<file path="config.mk">
export PLATFORM = sky130hd
export DESIGN_NAME = fifo_stream_reader
export DESIGN_NICKNAME = d
export VERILOG_FILES = /design/src/rtl/fifo_stream_reader_pkg.sv /design/src/rtl/fifo_stream_reader.sv
export SDC_FILE = /design/constraint.sdc
export NUM_CORES = 1
export LEC_CHECK = 0
export ABC_AREA = 1
export BUFFER_PORTS_ARGS = -buffer_cell sky130_fd_sc_hd__buf_4
export CAP_MARGIN = 20
export CORE_ASPECT_RATIO = 1.25
export CORE_MARGIN = 8
export CORE_UTILIZATION = 40
export CTS_CLUSTER_SIZE = 12
export DETAILED_ROUTE_END_ITERATION = 6
export SLEW_MARGIN = 25
export SYNTH_ARGS = -nofsm -noshare
export SYNTH_HDL_FRONTEND = slang
export SYNTH_SLANG_ARGS = --single-unit
</file>
<file path="constraint.sdc">
create_clock -name clk -period 4.1 [get_ports clk]
set_clock_uncertainty 0.15 [all_clocks]
set_input_delay 0.41 -clock clk [delete_from_list [all_inputs] [get_ports clk]]
set_output_delay 0.41 -clock clk [all_outputs]
set_load 0.02 [all_outputs]
</file>
<file path="src/rtl/fifo_stream_reader_pkg.sv">
// Shared constants and helpers for the FIFO read-side stream adapter.
package fifo_stream_reader_pkg;

  localparam logic [2:0] BUF_DEPTH = 3'd2;

  // Words committed to the holding buffer once this cycle's downstream pop retires.
  function automatic logic [2:0] fill_after(input logic [1:0] occ,
                                            input logic       inflight,
                                            input logic       pop);
    fill_after = {1'b0, occ} + {2'b00, inflight} - {2'b00, pop};
  endfunction

endpackage

</file>
<file path="src/rtl/fifo_stream_reader.sv">
// Pops words from the synchronous FIFO and presents them on a valid/ready stream,
// hiding the FIFO's one-cycle read latency behind a 2-entry holding buffer.
module fifo_stream_reader
  import fifo_stream_reader_pkg::*;
#(
  parameter int DATA_WIDTH  = 8,
  parameter int COUNT_WIDTH = 16
) (
  input  logic                   clk,
  input  logic                   reset,
  input  logic                   fifo_empty,
  input  logic [DATA_WIDTH-1:0]  fifo_read_data,
  output logic                   fifo_read,
  output logic [DATA_WIDTH-1:0]  out_data,
  output logic                   out_valid,
  input  logic                   out_ready,
  input  logic                   flush,
  output logic [COUNT_WIDTH-1:0] words_out
);

  logic [1:0]             occ_r;
  logic [1:0]             occ_next_s;
  logic [1:0]             slot_s;
  logic                   inflight_r;
  logic                   drop_r;
  logic [DATA_WIDTH-1:0]  b0_r;
  logic [DATA_WIDTH-1:0]  b1_r;
  logic [DATA_WIDTH-1:0]  b0_next_s;
  logic [DATA_WIDTH-1:0]  b1_next_s;
  logic [COUNT_WIDTH-1:0] words_r;
  logic                   pop_s;
  logic                   push_s;
  logic                   read_s;

  // Pop/push decisions, read throttling and next buffer contents.
  always_comb begin
    pop_s      = (occ_r != 2'd0) & out_ready;
    push_s     = inflight_r & ~drop_r & ~flush;
    slot_s     = occ_r - {1'b0, pop_s};
    b0_next_s  = b0_r;
    b1_next_s  = b1_r;
    occ_next_s = slot_s + {1'b0, push_s};
    // A read is only issued if its word is guaranteed a free slot on arrival.
    if (!reset && !flush && !fifo_empty) begin
      read_s = (fill_after(occ_r, inflight_r, pop_s) < BUF_DEPTH);
    end else begin
      read_s = 1'b0;
    end
    if (pop_s) begin
      b0_next_s = b1_r;
    end else begin
      b0_next_s = b0_r;
    end
    if (push_s) begin
      case (slot_s)
        2'd0:    b0_next_s = fifo_read_data;
        2'd1:    b1_next_s = fifo_read_data;
        default: b1_next_s = b1_r;
      endcase
    end else begin
      b1_next_s = b1_next_s;
    end
    if (flush) begin
      occ_next_s = 2'd0;
    end else begin
      occ_next_s = occ_next_s;
    end
  end

  // Control state and delivered-word counter.
  always_ff @(posedge clk) begin
    if (reset) begin
      occ_r      <= 2'd0;
      inflight_r <= 1'b0;
      drop_r     <= 1'b0;
      words_r    <= {COUNT_WIDTH{1'b0}};
    end else begin
      occ_r      <= occ_next_s;
      inflight_r <= read_s;
      drop_r     <= flush & inflight_r;
      words_r    <= words_r + {{(COUNT_WIDTH-1){1'b0}}, pop_s};
    end
  end

  // Buffer payload; contents are meaningless while unoccupied, so no reset.
  always_ff @(posedge clk) begin
    b0_r <= b0_next_s;
    b1_r <= b1_next_s;
  end

  assign fifo_read = read_s;
  assign out_valid = (occ_r != 2'd0);
  assign out_data  = b0_r;
  assign words_out = words_r;

endmodule

</file>
==> flow_results.org <==
** Run status
- Run status :: complete, no violations

** Layout
- Multi-input gate area in the final layout :: 746 um2
- Non-Filler Instances :: 309
- In the final layout, the share of cells above drive strength 1 is 0.249.
- Antenna diode instance count :: 0
- Number of inserted filler cells in the final layout :: 397
- Across the whole layout, storage elements account for roughly 800 um2.
- The final layout contains approximately 270 nets.
- Compared with the post-synthesis result, the final layout area differs by 27.5%.
- Most common cell after layout, fill and taps aside :: sky130_fd_sc_hd__nand2_1
- The library cells used most frequently in the layout, excluding fill and tap cells, are 66 x sky130_fd_sc_hd__nand2_1, 39 x sky130_fd_sc_hd__buf_4, 28 x sky130_fd_sc_hd__dfxtp_1, 20 x sky130_fd_sc_hd__nor2_1.
- Final cell utilization of the core :: 0.520

** Setup path
- Data arrives at the worst endpoint at ~2300 ps.
- The critical path is of the reg -> out type.
- Critical path peak fanout :: 10
- Worst Setup Start Kind :: flop
- Required time of the worst setup path :: 3540 ps
- The worst setup path is captured at an output port.

** Synthesis
- Part of the Yosys area used for sequential elements :: 0.490
- Count of state elements after synthesis :: 36
- Cell count after synthesis :: 207
- Distinct cells, synth :: 27
- Cell area after technology mapping :: between 0.0015 and 0.002 mm2
- By area, the combinational part of the netlist is dominated by simple AND/OR/NAND/NOR gates.
- Of the post-synthesis cell area, the part taken by muxes is 0.
- Yosys printed 0 warnings.
- Synth Area in Compound Gates :: 0.0598
- Xor and xnor area share after synthesis :: 0.0161
- The average instance in the mapped netlist occupies between 7 and 8 um2.
- Share of synthesized cell area in full adder, half adder and majority cells :: 0.0352
- Of the total synthesized cell area, the portion taken by AND, OR, NAND and NOR gates is 0.346.
- Synthesis produced a netlist with a net count of around 220.

** Routing
- Count of vias placed by the detailed router :: about 1.4k
- Detailed router's first-iteration violation count :: 64
- Vias per inst :: 4.67
- Detailed-route wire length :: roughly 3500 um
- Number of iterations in the first detailed-routing pass :: 4
- Drc violations :: 0
- In this run the remaining antenna-violating nets after routing total 0.
- Routed wirelength normalized by instance count :: ~11 um

** Clock network
- The clock drives 36 sinks.
- Clock buffer depth :: 2
- Post-cts sizing count :: 0
- Insertion delay of the later-clocked pin in the worst-skew pair :: 290 ps
- Root buffer selected by CTS :: sky130_fd_sc_hd__clkbuf_8
- Clock tree from TritonCTS :: built
- TritonCTS created 5 clock buffers.
- CTS built an H-tree with a depth of 2.
- Worst-path clk slew :: 70 ps
- Buffers inserted to repair hold after CTS numbered 0.
- In this run the post-CTS setup repair buffer count came out at 0.

** Flow run
- Number of violations of the max-capacitance limit :: 0

** Timing
- Setup repair after global routing left no endpoint under its margin.
- Counting I/O delays and the setup requirement, the final critical path takes 2810 ps.
- Final Setup Violations :: 0
- Number of pins exceeding their max-slew limit in the final report :: 0
- At the pin with the least slew margin, the transition time is 282 ps.
- Final setup margin :: between 1000 and 1500 ps
- Dividing the final minimum period by the clock period gives 0.686.
- The number of hold violations in the final report is 0.
- For this run, the top clock speed supported by timing is 0.356 GHz.
- Aggregate negative setup slack :: 0 ps
- Measured against its own limit, the worst slew margin works out to 0.812.

** Power
- Of the total power, registers draw 0.519.
- Cell internal power was estimated by the tool at 565 uW.
- Of the total power, the clock network draws 0.342.
- Of the total power, the share spent switching nets is 0.252.
- Across the VDD grid, the largest voltage drop is about 0.00019 V.
- The share of total power dissipated in combinational logic is 0.140.
- In this run the power density over the cells is approximately 360 mW/mm2.
- P_sw :: approximately 190 uW
- Lkg Pwr :: between 0.0009 and 0.001 uW

** Place
- Input and output buffers added on the ports amount to 38.
- Placer congestion estimate :: 0.759
- Final HPWL DP :: ~2600 um
- The number of placed instances, taps included, is 301.
- Worst Setup Slack post-DPL :: approximately 1600 ps

** Floorplanning
- Number of rows created at floorplan :: 26
- The region available for standard cell placement spans 0.00400 mm2.
- The die covers 0.00640 mm2.
- Initial standard-cell utilization of the core :: 0.408
- Die height :: ~87 um
- The die is 73.1 um wide.
- Ports :: 39

** Global routing
- The first global-routing pass estimated 6070 um of wire.
- The initial antenna violation count is 0.
- Via count of the first global-routing pass :: approximately 1.5k
- GR Overflow Total :: 0
- For this run, the total global-route usage over all layers was measured as 0.121.
- Pin count of the biggest net entering global routing :: 13

** Min path
- Hold crit path type :: in -> reg
==> sequential cells by signal, indices dropped and copies added (netlist names) <==
| name | flops |
|---|---|
| words_out | 16 |
| out_data | 8 |
| inflight_r | 1 |
| drop_r | 1 |
| occ_r | 2 |
| b1_r | 8 |
==> final timing paths <==
path / depth (start not counted) / from / to / slack (ps)
setup reg to reg: 11 / occ_r[1] / words_out[14] / 1990
hold reg to reg: 2 / inflight_r / drop_r / 330
hold / removal: 2 / fifo_empty / inflight_r / 140
setup / recovery: 9 / occ_r[1] / fifo_read / 1290
==> worst max-delay path: stages (launching register included) <==
cell                      delay [ps]
sky130_fd_sc_hd__dfxtp_1         430
sky130_fd_sc_hd__inv_2            70
sky130_fd_sc_hd__nand2_2          90
sky130_fd_sc_hd__nand2_4         100
sky130_fd_sc_hd__nor2_1          190
sky130_fd_sc_hd__o21ai_1         120
sky130_fd_sc_hd__fa_1            490
sky130_fd_sc_hd__inv_1            50
sky130_fd_sc_hd__nor4_1          250
sky130_fd_sc_hd__buf_4           190
==> area by class of cell <==
| class | instances | area share |
|---|---|---|
| timing repair buffer | 39 | 0.141 |
| inverter | 22 | 0.0397 |
| sequential | 36 | 0.385 |
| tap | 56 | 0.0337 |
| multi-input combinational | 148 | 0.358 |
| clock buffer | 8 | 0.0433 |
==> kinds of logic after synthesis <==
logic type      count (synthesis)
buf+inv                        23
xor+xnor                        3
simple gates                  124
fa+ha+maj                       4
flops                          36
compound gates                 17
==> Yosys cell counts <==
library cell / instances / area, um2
sky130_fd_sc_hd__dfxtp_1: 28 / 561
sky130_fd_sc_hd__nand2_2: 2 / 12.5
sky130_fd_sc_hd__inv_2: 5 / 18.8
sky130_fd_sc_hd__a21oi_1: 10 / 50.1
sky130_fd_sc_hd__nand2_4: 2 / 22.5
sky130_fd_sc_hd__nand4_1: 4 / 25.0
sky130_fd_sc_hd__edfxtp_1: 8 / 240
sky130_fd_sc_hd__o21ai_2: 1 / 8.76
sky130_fd_sc_hd__nand2_1: 66 / 248
sky130_fd_sc_hd__nor2_2: 3 / 18.8
sky130_fd_sc_hd__nor4_1: 2 / 12.5
sky130_fd_sc_hd__a21oi_2: 1 / 8.76
sky130_fd_sc_hd__ha_1: 3 / 37.5
sky130_fd_sc_hd__o21a_1: 2 / 15.0
sky130_fd_sc_hd__o21ai_0: 2 / 10.0
sky130_fd_sc_hd__inv_1: 17 / 63.8
sky130_fd_sc_hd__nand3_2: 2 / 20.0
sky130_fd_sc_hd__o21ai_1: 1 / 5.00
sky130_fd_sc_hd__xor2_1: 1 / 8.76
sky130_fd_sc_hd__fa_1: 1 / 20.0
sky130_fd_sc_hd__nor2_4: 2 / 22.5
sky130_fd_sc_hd__nor2_1: 20 / 75.1
sky130_fd_sc_hd__xnor2_1: 2 / 17.5
sky130_fd_sc_hd__nand3b_1: 1 / 7.51
sky130_fd_sc_hd__nor3_1: 3 / 15.0
sky130_fd_sc_hd__nand3_1: 17 / 85.1
sky130_fd_sc_hd__clkbuf_1: 1 / 3.75
==> stage by stage <==
step,total power (uW),hold WS (ps),instance area [um2]
floorplan,458,294,1630
global placement,508,319,1990
detailed placement,507,309,1990
CTS,767,130,2080
global route,795,127,2080
finish,756,138,2080
==> layer usage <==
layer | wire (um) | GRT usage | up-vias
li1 | - | - | 759
met2 | 1700 | 0.217 | 33
met4 | 89 | 0.0602 | 0
met3 | 256 | 0.0530 | 10
met5 | 0 | 0 | -
met1 | 1440 | 0.111 | 642
==> power groups by stage <==
| stage | logic, uW | clock network [uW] | registers, uW |
|---|---|---|---|
| floorplan | 37.1 | 0 | 421 |
| global placement | 107 | 0 | 401 |
| detailed placement | 108 | 0 | 400 |
| CTS | 108 | 267 | 392 |
| global route | 119 | 282 | 394 |
| finish | 106 | 258 | 392 |
(Power assumes the default switching activity.)
